### src/rtl/mipi_periph_tx_arbiter.sv
// Round-robin arbiter sharing the MIPI peripheral TX command channel between the
// read-response path (0) and the ack/error report path (1); one transfer per BTA.
module mipi_periph_tx_arbiter #(
  parameter int unsigned TIMEOUT_CYC = 4096,
  parameter logic [1:0]  VC          = 2'd0
) (
  input  logic        clk_periph,
  input  logic        rstn,
  input  logic [1:0]  req,
  input  logic [11:0] req_data_type,
  input  logic [31:0] req_byte_count,
  input  logic [63:0] req_payload,
  output logic [1:0]  gnt,
  output logic [1:0]  payload_pop,
  output logic [1:0]  done,
  output logic        timeout_err,
  output logic        bta_miss,
  input  logic        mipi_periph_dphy_direction,
  output logic        mipi_periph_tx_cmd_req,
  input  logic        mipi_periph_tx_cmd_ack,
  output logic [1:0]  mipi_periph_tx_cmd_vc,
  output logic [5:0]  mipi_periph_tx_cmd_data_type,
  output logic [15:0] mipi_periph_tx_cmd_byte_count,
  output logic [31:0] mipi_periph_tx_payload,
  input  logic        mipi_periph_tx_payload_en,
  input  logic        mipi_periph_tx_payload_en_last
);

  typedef enum logic [1:0] {IDLE, REQ, PAYLOAD} state_t;

  localparam logic [15:0] TMO_LAST = 16'(TIMEOUT_CYC - 1);

  state_t      state, state_nx;
  logic        dir_d, dir_dd, bta;
  logic [1:0]  gnt_nx, done_nx;
  logic        cmd_req_nx, tmo_nx, miss_nx;
  logic [5:0]  dt_nx;
  logic [15:0] bc_nx;
  logic        last_q, last_nx;
  logic [15:0] cnt_q, cnt_nx;
  logic        pick, is_short, tmo_hit;

  assign bta      = dir_dd & ~dir_d;
  // last_q holds the index served most recently; only consulted when both are pending
  assign pick     = (req == 2'b11) ? ~last_q : req[1];
  assign is_short = (mipi_periph_tx_cmd_data_type == 6'h02) ||
                    (mipi_periph_tx_cmd_data_type == 6'h21) ||
                    (mipi_periph_tx_cmd_data_type == 6'h22);
  assign tmo_hit  = (cnt_q == TMO_LAST);

  assign mipi_periph_tx_cmd_vc  = VC;
  assign payload_pop            = (state == PAYLOAD && mipi_periph_tx_payload_en) ? gnt : 2'b00;
  assign mipi_periph_tx_payload = gnt[1] ? req_payload[63:32] :
                                  gnt[0] ? req_payload[31:0]  : 32'd0;

  always_comb begin
    state_nx   = state;
    gnt_nx     = gnt;
    cmd_req_nx = mipi_periph_tx_cmd_req;
    done_nx    = 2'b00;
    tmo_nx     = 1'b0;
    miss_nx    = 1'b0;
    dt_nx      = mipi_periph_tx_cmd_data_type;
    bc_nx      = mipi_periph_tx_cmd_byte_count;
    last_nx    = last_q;
    cnt_nx     = cnt_q + 16'd1;
    case (state)
      IDLE: begin
        cnt_nx = 16'd0;
        if (bta) begin
          if (req != 2'b00) begin
            gnt_nx     = pick ? 2'b10 : 2'b01;
            dt_nx      = pick ? req_data_type[11:6]   : req_data_type[5:0];
            bc_nx      = pick ? req_byte_count[31:16] : req_byte_count[15:0];
            cmd_req_nx = 1'b1;
            state_nx   = REQ;
          end else begin
            miss_nx = 1'b1;
          end
        end
      end
      REQ: begin
        miss_nx = bta;
        if (mipi_periph_tx_cmd_ack) begin
          cmd_req_nx = 1'b0;
          if (is_short) begin
            done_nx  = gnt;
            gnt_nx   = 2'b00;
            last_nx  = gnt[1];
            state_nx = IDLE;
          end else begin
            cnt_nx   = 16'd0;
            state_nx = PAYLOAD;
          end
        end else if (tmo_hit) begin
          cmd_req_nx = 1'b0;
          tmo_nx     = 1'b1;
          gnt_nx     = 2'b00;
          state_nx   = IDLE;
        end
      end
      PAYLOAD: begin
        miss_nx = bta;
        if (mipi_periph_tx_payload_en && mipi_periph_tx_payload_en_last) begin
          done_nx  = gnt;
          gnt_nx   = 2'b00;
          last_nx  = gnt[1];
          state_nx = IDLE;
        end else if (tmo_hit) begin
          tmo_nx   = 1'b1;
          gnt_nx   = 2'b00;
          state_nx = IDLE;
        end
      end
      default: state_nx = IDLE;
    endcase
  end

  always_ff @(posedge clk_periph or negedge rstn) begin
    if (!rstn) begin
      state                         <= IDLE;
      dir_d                         <= 1'b0;
      dir_dd                        <= 1'b0;
      gnt                           <= 2'b00;
      done                          <= 2'b00;
      timeout_err                   <= 1'b0;
      bta_miss                      <= 1'b0;
      mipi_periph_tx_cmd_req        <= 1'b0;
      mipi_periph_tx_cmd_data_type  <= 6'd0;
      mipi_periph_tx_cmd_byte_count <= 16'd0;
      last_q                        <= 1'b1;
      cnt_q                         <= 16'd0;
    end else begin
      state                         <= state_nx;
      dir_d                         <= mipi_periph_dphy_direction;
      dir_dd                        <= dir_d;
      gnt                           <= gnt_nx;
      done                          <= done_nx;
      timeout_err                   <= tmo_nx;
      bta_miss                      <= miss_nx;
      mipi_periph_tx_cmd_req        <= cmd_req_nx;
      mipi_periph_tx_cmd_data_type  <= dt_nx;
      mipi_periph_tx_cmd_byte_count <= bc_nx;
      last_q                        <= last_nx;
      cnt_q                         <= cnt_nx;
    end
  end

endmodule

### config.mk
export PLATFORM = sky130hd
export DESIGN_NAME = mipi_periph_tx_arbiter
export DESIGN_NICKNAME = d
export VERILOG_FILES = /design/src/rtl/mipi_periph_tx_arbiter.sv
export SDC_FILE = /design/constraint.sdc
export NUM_CORES = 1
export LEC_CHECK = 0
export CORE_AREA = 4 4 97 99
export CTS_BUF_LIST = sky130_fd_sc_hd__clkbuf_16
export DETAILED_ROUTE_END_ITERATION = 8
export DIE_AREA = 0 0 101 103
export PLACE_DENSITY = 0.87
export SYNTH_ARGS = -nofsm -noshare
export SYNTH_HDL_FRONTEND = slang
export SYNTH_SLANG_ARGS = --single-unit
### constraint.sdc
create_clock -name clk_periph -period 1.6 [get_ports clk_periph]
set_input_delay 0.24 -clock clk_periph [delete_from_list [all_inputs] [get_ports clk_periph]]
set_output_delay 0.24 -clock clk_periph [all_outputs]
set_load 0.03 [all_outputs]
==> results.yml <==
flow_run:
  drv_cap: 0
timing:
  min_period_ns: 1.65
  worst_hold_slack_ns: 0.273
  finalMaxSlewViolations: 0
  finalSetupTns_ns: -0.0886
  finalCritPeriodShare: 1.03
  setup_viol: 6
  finClkSkew_ns: 0.00412
  rsz0062_at_grt: "true"
  setup_ws_ns: -0.0507
  hold_violations: 0
  fmax_mhz: 606
final_layout:
  nets: 616
  nFillCells: 659
  area.growth.synth_to_final_pct: 85.1
  drive_gt1_frac: 0.214
  antennaDiodeCount: 0
  post-route-util: 0.622
detailed_routing:
  wirelength_um: 10600
  vias: 3174
  drc_errors: 0
  via_per_inst: 5.26
  drtIter0Drc: 131
  drtPass1Iterations: 5
  detail-route-antenna-nets: 0
  wl_per_cell_um: 17.6
floorplan:
  die_w_um: 101
  core_area_mm2: 0.00855
  io-pin-count: 181
  fp.dieH_um: 103
  start_util: 0.336
  core.rowCount: 34
  die_area_mm2: 0.0104
synthesis:
  yosysWarnings: 0
  synth_cell_types: 48
  ys_ff_latch: 50
  synth-seq-area-share: 0.436
  synth_edf_count: 0
  synthCells: 296
  synthArstFlopShare: 1.00
  synth.avg_cell_area_um2: 9.71
  synth_ff_type: "dfrtp_1"
  synth_area_mm2: 0.00288
worst_hold_path:
  hold_path_class: "in -> async"
global_route:
  grt_pass1_wl_um: 14400
  first_global_vias: 3003
  grt_overflow: 0
  track_usage: 0.174
  grt_antenna_before_repair: 0
  grt_max_degree: 29
critical_path:
  critPathMaxFanout: 5
  setup.worst_path.start: "cnt_q[1]"
  cpPeakStageDelay_ns: 0.41
  r2r_cells: 5
  worst-setup-path-type: "reg -> reg"
  worst_setup_path_end_kind: "flop"
  cp-start-kind: "flop"
  path_depth: 5
  crit_required_ns: 1.75
  reg2reg_slack_ns: -0.05
  crit_family: "simple AND/OR/NAND/NOR gates"
  endpoint: "state[1]"
  path_buf_inv: 0
  cpMaxStageDelayCell: "dfrtp_1"
  path_cells: "ha_1, and4_1, nand4_1, o2111ai_1, o211ai_1"
  arrival_ns: 1.80
  r2r-start: "cnt_q[1]"
  r2r_end: "state[1]"
cts:
  cts_buffers: 5
  cts_buffer_depth: 2
  cts-root-buf: "clkbuf_16"
  cts_tree: "yes"
  clk_pin_slew_ns: 0.07
  htree_levels: 2
  clk_latency_ns: 0.28
  cts_sinks: 50
placement:
  dp_hpwl_um: 7840
  place_congestion: 0.845
  io_buffers: 178
run_status:
  violations: "negative setup slack"
  status: "complete, but fails checks"
power:
  leakage_nw: 2.32
  power_density_mw_per_mm2: 1640
  peakVddDrop_v: 0.000813
==> cells by family (layout without fill, tap and decap cells) <==
group / Yosys count / after routing / synth area share
AND/OR/NAND/NOR: 96 / 96 / 0.164
adder cells (fa/ha/maj): 5 / 5 / 0.0218
buffers and inverters: 32 / 229 / 0.0553
XOR/XNOR: 14 / 14 / 0.0426
AO/OA/AOI/OAI: 76 / 77 / 0.202
other: 1 / 2 / 0.00130
multiplexers: 22 / 22 / 0.0766
flip-flops: 50 / 50 / 0.436
==> final cells by class <==
cell class                      instances  area [um^2]  area share
Clock buffer                            5          125      0.0235
Clock inverter                          2         10.0     0.00188
Inverter                                9         33.8     0.00635
Multi-Input combinational cell        216         1590       0.299
Sequential cell                        50         1250       0.236
Tap cell                              108          135      0.0254
Timing Repair Buffer                  213         2170       0.408
==> worst register-to-register path, cell delays in order, from the launching register on <==
cell       delay, ns
dfrtp_1         0.41
ha_1            0.23
and4_1          0.24
nand4_1         0.27
o2111ai_1       0.24
o211ai_1        0.13
==> per-layer routing <==
layer	wire [um]	global-route usage	up-vias
li1	-	-	1468
met1	3810	0.189	1498
met2	5530	0.325	194
met3	1020	0.0460	14
met4	225	0.0654	0
met5	0	0	-
==> Yosys cell counts (all sizes together) (2+ instances only) <==
cell    instances  area, um^2
a21oi          24         120
nand2b          2        12.5
ha              5        62.6
nand4           9        56.3
xnor2           7        61.3
dfrtp          49        1230
xor2            7        61.3
nand2          12        45.0
and4            4        35.0
clkbuf          9        37.5
and2            2        13.8
nor3            6        41.3
buf            14        87.6
o211ai          3        22.5
inv             9        33.8
nor4            3        18.8
a22o           33         289
and3            4        26.3
nand3           6        30.0
a31oi           2        27.5
nor2           45         169
mux2i          22         220
o21ai           3        26.3
==> flip-flops by register name, indices dropped and copies added, names as in the netlist <==
register and flops:
timeout_err 1, cnt_q 16, dir_dd 1, mipi_periph_tx_cmd_req 1
state 2, bta_miss 1, mipi_periph_tx_cmd_data_type 6, done 2
gnt 2, last_q 1, dir_d 1, mipi_periph_tx_cmd_byte_count 16
==> power breakdown <==
part	leakage, nW	internal, mW	total, mW	switching (mW)
Sequential	0.608	1.66	1.96	0.303
Combinational	1.64	2.61	5.77	3.16
Clock	0.0694	0.565	1.00	0.436
Total	2.32	4.83	8.73	3.90
==> how the worst min path moves through the flow <==
stage,endpoint,from,slack (ns)
floorplan,bta_miss,rstn,-0.06
global placement,mipi_periph_tx_cmd_byte_count[5],rstn,0.04
detailed placement,mipi_periph_tx_cmd_byte_count[5],rstn,0.04
CTS,mipi_periph_tx_cmd_byte_count[5],rstn,0.27
global route,mipi_periph_tx_cmd_byte_count[5],rstn,0.28
finish,mipi_periph_tx_cmd_byte_count[5],rstn,0.27
==> stage by stage <==
step | worst slack (ns) | area, um^2 | std cells | power (mW)
2_1_floorplan | 0.0164 | 2890 | 297 | 4.92
3_3_place_gp | -0.106 | 4820 | 584 | 6.90
3_5_place_dp | -0.190 | 4820 | 584 | 7.03
4_1_cts | -0.0471 | 5220 | 598 | 8.53
5_1_grt | -0.0995 | 5320 | 603 | 9.15
6_report | -0.0507 | 5320 | 603 | 8.73
==> placed cells by master, fill, tap and decap left out, types with 3 or more instances in the layout <==
cell type / n
a21oi_1: 24
dfrtp_1: 47
xnor2_1: 7
and4_1: 4
buf_12: 3
and3_4: 3
clkbuf_16: 6
mux2i_1: 22
buf_4: 26
inv_2: 4
xor2_1: 7
nand2_1: 12
nor2_1: 44
o211ai_1: 3
dlygate4sd2_1: 7
nand3_1: 6
ha_4: 3
a22o_1: 31
dlymetal6s2s_1: 8
nor3_1: 5
nand4_1: 9
clkdlybuf4s50_1: 127
inv_1: 5
buf_6: 38
==> what timing repair did <==
item / CTS / global route
gates cloned: 1 / 1
buffers inserted: 6 / 4
setup endpoints to repair: 55 / 85
hold buffers: 1 / 0
pin swaps: 4 / 5
gates resized for setup: 57 / 18
endpoints found under the hold margin: 22 / 0
No activity file was read; power rests on OpenSTA's default activity.
